`src/rtl/uart_bist_pkg.sv`:
```
// Shared types and constants for the UART loopback BIST.
// Pattern selection, LFSR seed/taps and the controller state encoding.
package uart_bist_pkg;

  typedef enum logic [1:0] {
    IDLE  = 2'd0,
    RUN   = 2'd1,
    DRAIN = 2'd2,
    DONE  = 2'd3
  } state_t;

  localparam int PATTERN_INC  = 0;
  localparam int PATTERN_LFSR = 1;

  localparam logic [15:0] LFSR_SEED = 16'hACE1;
  // x^16+x^14+x^13+x^11+1 as a right-shifting Fibonacci LFSR
  localparam logic [15:0] LFSR_TAPS = 16'h002D;

  function automatic logic [15:0] lfsr_next(input logic [15:0] s);
    return {^(s & LFSR_TAPS), s[15:1]};
  endfunction

endpackage

```
`src/rtl/bist_pattern_gen.sv`:
```
// Deterministic beat generator: incrementing counter or LFSR16.
// Output is the low DATA_BITS of the state; advances only on request.
module bist_pattern_gen
  import uart_bist_pkg::*;
#(
  parameter int DATA_BITS    = 8,
  parameter int PATTERN_MODE = 1
) (
  input  logic                 clk,
  input  logic                 rst_n,
  input  logic                 reseed,
  input  logic                 advance,
  output logic [DATA_BITS-1:0] data
);

  localparam logic [15:0] SEED =
    (PATTERN_MODE == PATTERN_LFSR) ? LFSR_SEED : 16'h0000;

  logic [15:0] q;

  always_ff @(posedge clk or negedge rst_n) begin
    if (!rst_n) begin
      q <= SEED;
    end else if (reseed) begin
      q <= SEED;
    end else if (advance) begin
      if (PATTERN_MODE == PATTERN_LFSR) q <= lfsr_next(q);
      else                              q <= q + 16'd1;
    end
  end

  assign data = q[DATA_BITS-1:0];

endmodule

```
`src/rtl/uart_bist.sv`:
```
// UART loopback BIST: streams a pattern out on TX, checks it on RX,
// tracks credits and a watchdog, and reports counts and pass/fail.
module uart_bist
  import uart_bist_pkg::*;
#(
  parameter int DATA_BITS       = 8,
  parameter int PATTERN_MODE    = 1,
  parameter int NUM_WORDS       = 256,
  parameter int MAX_OUTSTANDING = 16,
  parameter int TIMEOUT_CYCLES  = 100000,
  parameter int CNT_WIDTH       = 16
) (
  input  logic                 clk,
  input  logic                 rst_n,
  input  logic                 start,
  input  logic                 abort,
  output logic [DATA_BITS-1:0] m_axis_tdata,
  output logic                 m_axis_tvalid,
  input  logic                 m_axis_tready,
  input  logic [DATA_BITS-1:0] s_axis_tdata,
  input  logic                 s_axis_tvalid,
  input  logic                 s_axis_tuser,
  output logic                 s_axis_tready,
  output logic                 busy,
  output logic                 done,
  output logic                 pass,
  output logic                 timeout,
  output logic [CNT_WIDTH-1:0] sent_cnt,
  output logic [CNT_WIDTH-1:0] recv_cnt,
  output logic [CNT_WIDTH-1:0] err_cnt,
  output logic [CNT_WIDTH-1:0] par_err_cnt,
  output logic [CNT_WIDTH-1:0] first_err_idx,
  output logic [DATA_BITS-1:0] first_err_data
);

  localparam int CRW = $clog2(MAX_OUTSTANDING + 1);
  localparam int WDW = $clog2(TIMEOUT_CYCLES + 1);
  localparam logic [CNT_WIDTH-1:0] CNT_MAX = '1;
  localparam logic [CNT_WIDTH-1:0] NUM_W   = CNT_WIDTH'(NUM_WORDS);
  localparam logic [CRW-1:0]       MAX_C   = CRW'(MAX_OUTSTANDING);
  localparam logic [WDW-1:0]       WD_LIM  = WDW'(TIMEOUT_CYCLES);

  state_t               state, state_d;
  logic [CRW-1:0]       credits, credits_d;
  logic [WDW-1:0]       wd, wd_d;
  logic [CNT_WIDTH-1:0] sent_d, recv_d, err_d, par_d, fidx_d;
  logic [DATA_BITS-1:0] fdata_d, exp_data;
  logic                 tvalid_d, timeout_d, pass_d, finish;
  logic                 active, restart, tx_hs, rx_hs;
  logic                 has_cred, unexp, mismatch, wd_fire;

  assign active   = (state == RUN) || (state == DRAIN);
  assign restart  = start && !abort && (state == IDLE || state == DONE);
  assign tx_hs    = m_axis_tvalid && m_axis_tready;
  assign rx_hs    = s_axis_tvalid && s_axis_tready && active;
  assign has_cred = (credits != '0);
  assign unexp    = rx_hs && !has_cred;
  assign mismatch = rx_hs && has_cred && (s_axis_tdata != exp_data);
  assign wd_fire  = active && !rx_hs && has_cred && (wd == WD_LIM - 1'b1);
  assign busy     = active;
  assign done     = (state == DONE);

  bist_pattern_gen #(
    .DATA_BITS   (DATA_BITS),
    .PATTERN_MODE(PATTERN_MODE)
  ) u_tx_gen (
    .clk    (clk),
    .rst_n  (rst_n),
    .reseed (restart),
    .advance(tx_hs),
    .data   (m_axis_tdata)
  );

  bist_pattern_gen #(
    .DATA_BITS   (DATA_BITS),
    .PATTERN_MODE(PATTERN_MODE)
  ) u_rx_gen (
    .clk    (clk),
    .rst_n  (rst_n),
    .reseed (restart),
    .advance(rx_hs && has_cred),
    .data   (exp_data)
  );

  always_comb begin
    state_d   = state;
    finish    = 1'b0;
    timeout_d = timeout;
    pass_d    = pass;
    fidx_d    = first_err_idx;
    fdata_d   = first_err_data;
    credits_d = credits;
    if (tx_hs && !(rx_hs && has_cred)) credits_d = credits + 1'b1;
    else if (!tx_hs && rx_hs && has_cred) credits_d = credits - 1'b1;
    wd_d = wd;
    if (rx_hs) wd_d = '0;
    else if (active && has_cred) wd_d = wd + 1'b1;
    sent_d = (tx_hs && sent_cnt != CNT_MAX) ? sent_cnt + 1'b1 : sent_cnt;
    recv_d = (rx_hs && recv_cnt != CNT_MAX) ? recv_cnt + 1'b1 : recv_cnt;
    err_d  = ((unexp || mismatch) && err_cnt != CNT_MAX) ?
             err_cnt + 1'b1 : err_cnt;
    par_d  = (rx_hs && s_axis_tuser && par_err_cnt != CNT_MAX) ?
             par_err_cnt + 1'b1 : par_err_cnt;
    // all-ones index marks "no data error latched yet"
    if (mismatch && first_err_idx == CNT_MAX) begin
      fidx_d  = recv_cnt;
      fdata_d = s_axis_tdata;
    end

    if (abort) begin
      state_d = IDLE;
    end else begin
      unique case (state)
        IDLE, DONE: if (start) state_d = RUN;
        RUN: begin
          if (wd_fire) begin
            state_d = DONE;
            finish  = 1'b1;
          end else if (sent_cnt == NUM_W) begin
            state_d = DRAIN;
          end
        end
        DRAIN: begin
          if (wd_fire || !has_cred) begin
            state_d = DONE;
            finish  = 1'b1;
          end
        end
      endcase
    end

    if (finish) begin
      timeout_d = wd_fire;
      pass_d    = !wd_fire && err_d == '0 && par_d == '0 && recv_d == NUM_W;
    end

    if (restart) begin
      credits_d = '0;
      wd_d      = '0;
      sent_d    = '0;
      recv_d    = '0;
      err_d     = '0;
      par_d     = '0;
      fidx_d    = CNT_MAX;
      fdata_d   = '0;
      timeout_d = 1'b0;
      pass_d    = 1'b0;
    end

    tvalid_d = (state_d == RUN) && (credits_d < MAX_C) && (sent_d < NUM_W);
  end

  always_ff @(posedge clk or negedge rst_n) begin
    if (!rst_n) begin
      state          <= IDLE;
      credits        <= '0;
      wd             <= '0;
      m_axis_tvalid  <= 1'b0;
      s_axis_tready  <= 1'b0;
      timeout        <= 1'b0;
      pass           <= 1'b0;
      sent_cnt       <= '0;
      recv_cnt       <= '0;
      err_cnt        <= '0;
      par_err_cnt    <= '0;
      first_err_idx  <= CNT_MAX;
      first_err_data <= '0;
    end else begin
      state          <= state_d;
      credits        <= credits_d;
      wd             <= wd_d;
      m_axis_tvalid  <= tvalid_d;
      s_axis_tready  <= 1'b1;
      timeout        <= timeout_d;
      pass           <= pass_d;
      sent_cnt       <= sent_d;
      recv_cnt       <= recv_d;
      err_cnt        <= err_d;
      par_err_cnt    <= par_d;
      first_err_idx  <= fidx_d;
      first_err_data <= fdata_d;
    end
  end

endmodule

```
`config.mk`:
```
export PLATFORM = sky130hd
export DESIGN_NAME = uart_bist
export DESIGN_NICKNAME = d
export VERILOG_FILES = /design/src/rtl/uart_bist_pkg.sv /design/src/rtl/bist_pattern_gen.sv /design/src/rtl/uart_bist.sv
export SDC_FILE = /design/constraint.sdc
export NUM_CORES = 1
export LEC_CHECK = 0
export ABC_AREA = 0
export CAP_MARGIN = 20
export CORE_ASPECT_RATIO = 1.1
export CORE_MARGIN = 2
export CORE_UTILIZATION = 35
export DETAILED_ROUTE_END_ITERATION = 8
export MAX_ROUTING_LAYER = met4
export SYNTH_ARGS = -nofsm -noshare
export SYNTH_HDL_FRONTEND = slang
export SYNTH_SLANG_ARGS = --single-unit
export TNS_END_PERCENT = 5
```
`constraint.sdc`:
```
create_clock -name clk -period 3.25 [get_ports clk]
set_input_delay 0.975 -clock clk [delete_from_list [all_inputs] [get_ports clk]]
set_output_delay 0.975 -clock clk [all_outputs]
set_load 0.02 [all_outputs]
```
==> results.sh, run 1 <==
export IMPL_stdcell_area_mm2=0.0105
export IMPL_timing_hold_ws_ns=0.481
export IMPL_cts_max_level=4
export IMPL_instances_no_fill=1336
export IMPL_grt_antenna_before_repair=1
export IMPL_place_area_mm2=0.00986
export IMPL_postCtsHoldBufs=0
export IMPL_finClkSkew_ns=0.00891
export IMPL_nets=1054
export IMPL_io_pins=117
export IMPL_die_height_um=161
export IMPL_grt_util_all_layers_pct=18.9
export IMPL_die_area_mm2=0.0237
export IMPL_grt_pass1_vias=6730
export IMPL_synth_edff_count=0
export IMPL_grt_max_degree=65
export IMPL_drtAntennaViolNets=0
export IMPL_core_mm2=0.0221
export IMPL_ys_warnings_count=0
export IMPL_routedWlPerCell_um=15.7
export IMPL_grt_pass1_wl_um=35100
export IMPL_drv_slew=0
export IMPL_gp_congestion=0.880
export IMPL_cp_max_fo=2
export IMPL_synthToLayoutAreaGrowth_pct=33.6
export IMPL_setup_violations=0
export IMPL_die_x_um=147
export IMPL_async_flop_share_pct=100
export IMPL_drtIter0Drc=416
export IMPL_cts_made_buffers=17
export IMPL_path_class="in -> reg"
export IMPL_numPortBuffers=116
export IMPL_min_period_over_period_pct=97.2
export IMPL_start_util_pct=35.6
export IMPL_placed_cells=1303
export IMPL_hold_viol=0
export IMPL_clock_fmax_mhz=317
export IMPL_rr_worst_depth=10
export IMPL_synth_ff_type="dfrtp_1"
export IMPL_post_route_min_period_ns=3.16
export IMPL_post_cts_setup_buffers=0
export IMPL_synth_nets=880
export IMPL_drt_total_wl_um=20900
export IMPL_dpl_hpwl_um=15100
export IMPL_drv_cap=0
export IMPL_cp_end_kind="flip-flop"
export IMPL_clockBufferDepth=2
export IMPL_ir_worst_vdd_v=0.000370
export IMPL_dr_pass1_iters=5
export IMPL_postSynthAreaPerCell_um2=9.24
export IMPL_powerDensity_mw_per_mm2=617
export IMPL_cts_root_buf="clkbuf_16"
export IMPL_num_vias=6714
export IMPL_cts_tree="done"
export IMPL_vias_per_cell=5.03
export IMPL_leakagePower_nw=4.63
export IMPL_clk_pin_slew_worst_paths_ns=0.06
export IMPL_drive_gt1_share_pct=16.9
export IMPL_worstMarginPinSlew_ns=0.624
export IMPL_rows=57
export IMPL_rsz0062_at_grt="no"
export IMPL_clk_latency_ns=0.43
export IMPL_drcViolationCount=0
export IMPL_crit_path_start_kind="input pin"
export IMPL_hold_depth=2
export IMPL_status="finished clean"
export IMPL_cts_sinks=148
export IMPL_syn_cell_area_mm2=0.00788
export IMPL_slew_headroom_pct=58.4
export IMPL_synth_seq_cells=148
export IMPL_synthCells=853
export IMPL_synth_cell_types=63
export IMPL_crit_arrival_ns=3.52
export IMPL_hold_path_class="reg -> reg"
export IMPL_overflow=0
export IMPL_seq_area_frac_synth_pct=47.5
export IMPL_crit_required_ns=3.61
[path summary, 6_finish.rpt]
path	start	endpoint	slack (ns)
max in group asynchronous	rst_n	first_err_idx[3]	1.89
setup / recovery	s_axis_tdata[0]	pass	0.09
setup reg to reg	state[0]	pass	0.13
min in group asynchronous	rst_n	u_rx_gen.q[4]	0.55
hold / removal	u_rx_gen.q[11]	u_rx_gen.q[10]	0.48
hold reg to reg	u_rx_gen.q[11]	u_rx_gen.q[10]	0.48
[repair_timing]
item / in CTS / in global routing
gates resized for setup: 3 / 13
setup endpoints to repair: 1 / 1
pin swaps: 1 / 3
[per-stage QoR]
step	total power, mW	setup TNS (ns)	util (%)	setup slack [ns]
3_5_place_dp	4.55	-0.814	44.6	-0.702
6_report	6.49	0	47.6	0.0911
3_3_place_gp	4.51	-0.834	44.6	-0.713
2_1_floorplan	3.72	0	-	0.0921
4_1_cts	6.53	0	47.3	0.0370
5_1_grt	6.91	0	47.6	0.00196
[cells in the mapped netlist, drive strengths merged, types with 3 or more instances]
library cell	number	share of area, %
a21oi	19	1.2
a31oi	6	0.48
and2	3	0.24
and3	15	1.2
and4	14	1.6
and4b	3	0.38
buf	18	1.4
clkbuf	30	1.4
dfrtp	116	37
dfstp	32	11
ha	12	1.9
inv	14	0.67
mux2	3	0.43
mux2i	14	1.8
nand2	118	5.6
nand3	36	2.3
nand3b	4	0.38
nand4	30	2.6
nor2	130	6.2
nor3	19	1.2
nor4	11	1.1
nor4b	7	0.86
o211ai	3	0.29
o21ai	42	2.7
o31ai	4	0.38
or2	3	0.24
or3	7	0.57
or4	6	0.62
or4b	4	0.51
xnor2	63	7.0
xor2	36	4.0
[worst max-delay path, stage by stage]
cell             delay, ns
clkdlybuf4s50_1       0.48
xnor2_2               0.18
and4_4                0.18
nand3_1               0.14
nand3_1               0.11
or4_1                 0.49
a2111o_1              0.37
or4_1                 0.46
o21ai_1               0.13
[cell usage in the layout, fill, tap and decap left out, types with 17 or more instances in the layout]
cell and instances:
xnor2_1 57, dfstp_2 32, o21ai_0 40, nand2_1 118, xor2_1 35, nor3_1 19
a21oi_1 19, buf_4 86, nor2_1 127, nand4_1 29, clkbuf_16 17, clkdlybuf4s50_1 114
nand3_1 36, dfrtp_1 116
[sequential cells by signal, indices dropped and copies added, names as in the netlist, 2 cells and up]
signal	cells
u_tx_gen.q	16
sent_cnt	16
par_err_cnt	16
first_err_idx	16
err_cnt	16
wd	17
credits	5
state	2
recv_cnt	16
first_err_data	8
u_rx_gen.q	16
[power breakdown]
group,total (mW),switching (mW),internal [mW]
registers,2.57,0.287,2.28
clock network,1.94,0.784,1.15
logic,1.99,1.08,0.908
total,6.49,2.15,4.34
[cell type report]
type / instances / area (µm²)
inverter: 14 / 52.6
clock buffer: 21 / 450
tap: 295 / 369
sequential: 148 / 3740
antenna: 1 / 2.50
timing repair buffer: 203 / 1830
multi-input combinational: 643 / 3950
fill: 2092 / 11600
clock inverter: 11 / 130
[cell families (layout without fill, tap and decap cells)]
group / Yosys count / in the layout / synth area share (%)
AO/OA/AOI/OAI: 94 / 94 / 7.23
XOR/XNOR: 99 / 99 / 11.0
adder cells (fa/ha/maj): 12 / 12 / 1.91
buffers and inverters: 62 / 249 / 3.54
flip-flops: 148 / 148 / 47.5
multiplexers: 17 / 17 / 2.21
other: 1 / 2 / 0.0476
AND/OR/NAND/NOR: 420 / 420 / 26.5
[layer usage]
layer / up-vias / GRT usage, % / part of all wire (%)
met5: - / - / 0
met2: 150 / 30.1 / 48
met1: 3249 / 24.5 / 46
met3: 24 / 3.84 / 4.3
li1: 3291 / - / -
met4: 0 / 5.73 / 1.6
No activity file was read; power rests on OpenSTA's default activity.
==> run 2: changes to the inputs <==
clock period = 2.53 ns   (was 3.25 ns; I/O delays follow)
==> results.sh, run 2 (synthesized netlist as in run 1, its figures left out) <==
export IMPL_status="finished with violations"
export IMPL_violations="negative setup slack"
export IMPL_timing_hold_ws_ns=0.266
export IMPL_path_class="reg -> reg"
export IMPL_final_core_util_pct=50.6
export IMPL_clockBufferDepth=2
export IMPL_antenna_cells=0
export IMPL_hold_viol=0
export IMPL_grt_pass1_vias=6993
export IMPL_cts_tree="done"
export IMPL_fillCellCount=2097
export IMPL_io_pins=117
export IMPL_reg2reg_setup_slack_ns=-0.60
export IMPL_met3_usage_pct=2.99
export IMPL_cts_sinks=148
export IMPL_overflow=0
export IMPL_start_util_pct=35.6
export IMPL_drtIter0Drc=433
export IMPL_die_area_mm2=0.0237
export IMPL_cts_root_buf="clkbuf_16"
export IMPL_postCtsHoldBufs=0
export IMPL_ir_worst_vdd_v=0.000488
export IMPL_drv_cap=0
export IMPL_core_mm2=0.0221
export IMPL_hold_path_class="in -> async"
export IMPL_crit_arrival_ns=3.48
export IMPL_dr_pass1_iters=4
export IMPL_cts_made_buffers=17
export IMPL_largest_reg_flops=17
export IMPL_numPortBuffers=116
export IMPL_r2r_start="state[1]"
export IMPL_clk_latency_ns=0.43
export IMPL_setup_slack_ns=-0.604
export IMPL_slew_headroom_pct=62.9
export IMPL_nets=1134
export IMPL_dpl_hpwl_um=15500
export IMPL_post_route_min_period_ns=3.13
export IMPL_clk_pin_slew_worst_paths_ns=0.06
export IMPL_rsz0062_at_grt="yes"
export IMPL_cts_max_level=4
export IMPL_grt_antenna_before_repair=0
export IMPL_crit_path_start_kind="flip-flop"
export IMPL_setup_violations=2
export IMPL_crit_required_ns=2.87
export IMPL_cp_max_fo=3
export IMPL_dpl_worst_slack_ns=-1.12
export IMPL_die_x_um=147
export IMPL_use_met1_pct=24.1
export IMPL_gp_congestion=0.834
export IMPL_worstMarginPinSlew_ns=0.557
export IMPL_reg2reg_to="pass"
export IMPL_leakagePower_nw=5.04
export IMPL_routedWlPerCell_um=15.1
export IMPL_final_common_cell="buf_4"
export IMPL_vias_per_cell=4.95
export IMPL_grt_busiest_layer="met2"
export IMPL_grt_util_all_layers_pct=19.2
export IMPL_drive_gt1_share_pct=23.0
export IMPL_powerDensity_mw_per_mm2=771
export IMPL_drt_total_wl_um=21300
export IMPL_drv_slew=0
export IMPL_finClkSkew_ns=0.0146
export IMPL_min_period_over_period_pct=124
export IMPL_grt_pass1_wl_um=35700
export IMPL_layout_common_cells="162 x buf_4, 127 x nor2_1, 118 x nand2_1"
export IMPL_gr_usage_met2_pct=31.6
export IMPL_rows=57
export IMPL_cp_end_kind="flip-flop"
export IMPL_rr_worst_depth=9
export IMPL_drtAntennaViolNets=0
export IMPL_die_height_um=161
export IMPL_regMostFlops="wd"
export IMPL_synthToLayoutAreaGrowth_pct=42.1
export IMPL_drcViolationCount=0
export IMPL_clock_fmax_mhz=319
export IMPL_grt_max_degree=62
export IMPL_num_vias=6998
[run 2: critical path: stages (launching register included)]
cell and delay (ns):
dfrtp_1 0.41, ha_4 0.26, nand3b_1 0.23, or4_4 0.53
nor4bb_4 0.30, xnor2_1 0.17, o21ai_1 0.11, or4b_1 0.49
or4_1 0.42, o21ai_1 0.13
[run 2: repair_timing]
action | 4_1_cts | 5_1_grt
setup endpoints to repair | 5 | 11
pin swaps | 4 | 3
buffers inserted | 0 | 0
hold endpoints to repair | 0 | 0
resized for setup | 6 | 15
[run 2: power by group]
| part | internal, mW | total [mW] | switching, mW |
|---|---|---|---|
| sequential | 2.93 | 3.24 | 0.309 |
| combinational | 1.33 | 2.81 | 1.49 |
| clock | 1.55 | 2.58 | 1.02 |
| total | 5.81 | 8.63 | 2.82 |
[run 2: metrics by stage]
| stage | total power, mW | instance area, µm² | std cells | setup TNS (ns) |
|---|---|---|---|---|
| floorplan | 4.78 | 7890 | 853 | -0.436 |
| global placement | 6.03 | 10500 | 1383 | -11.92 |
| detailed placement | 6.08 | 10500 | 1383 | -13.02 |
| CTS | 8.71 | 11100 | 1415 | -0.862 |
| global route | 9.17 | 11200 | 1415 | -1.22 |
| finish | 8.63 | 11200 | 1415 | -0.789 |
[run 2: metal layers]
metal / share of wire, % / wire (µm)
met1: 45 / 9690
met4: 1.7 / 357
met3: 3.3 / 704
met2: 50 / 10600
met5: 0 / 0
[run 2: how the worst max path moves through the flow]
stage / start / endpoint / depth (start not counted)
floorplan: state[1] / pass / 9
global placement: s_axis_tvalid / pass / 9
detailed placement: s_axis_tvalid / pass / 9
CTS: state[1] / pass / 9
global route: state[1] / pass / 9
finish: state[1] / pass / 9
[run 2: area by class of cell]
class / instances / area [µm²] / share of cell area, %
Multi-Input combinational cell: 643 / 3960 / 35.4
Tap cell: 295 / 369 / 3.30
Clock inverter: 12 / 155 / 1.39
Sequential cell: 148 / 3740 / 33.4
Clock buffer: 20 / 437 / 3.90
Inverter: 14 / 52.6 / 0.469
Timing Repair Buffer: 283 / 2470 / 22.1
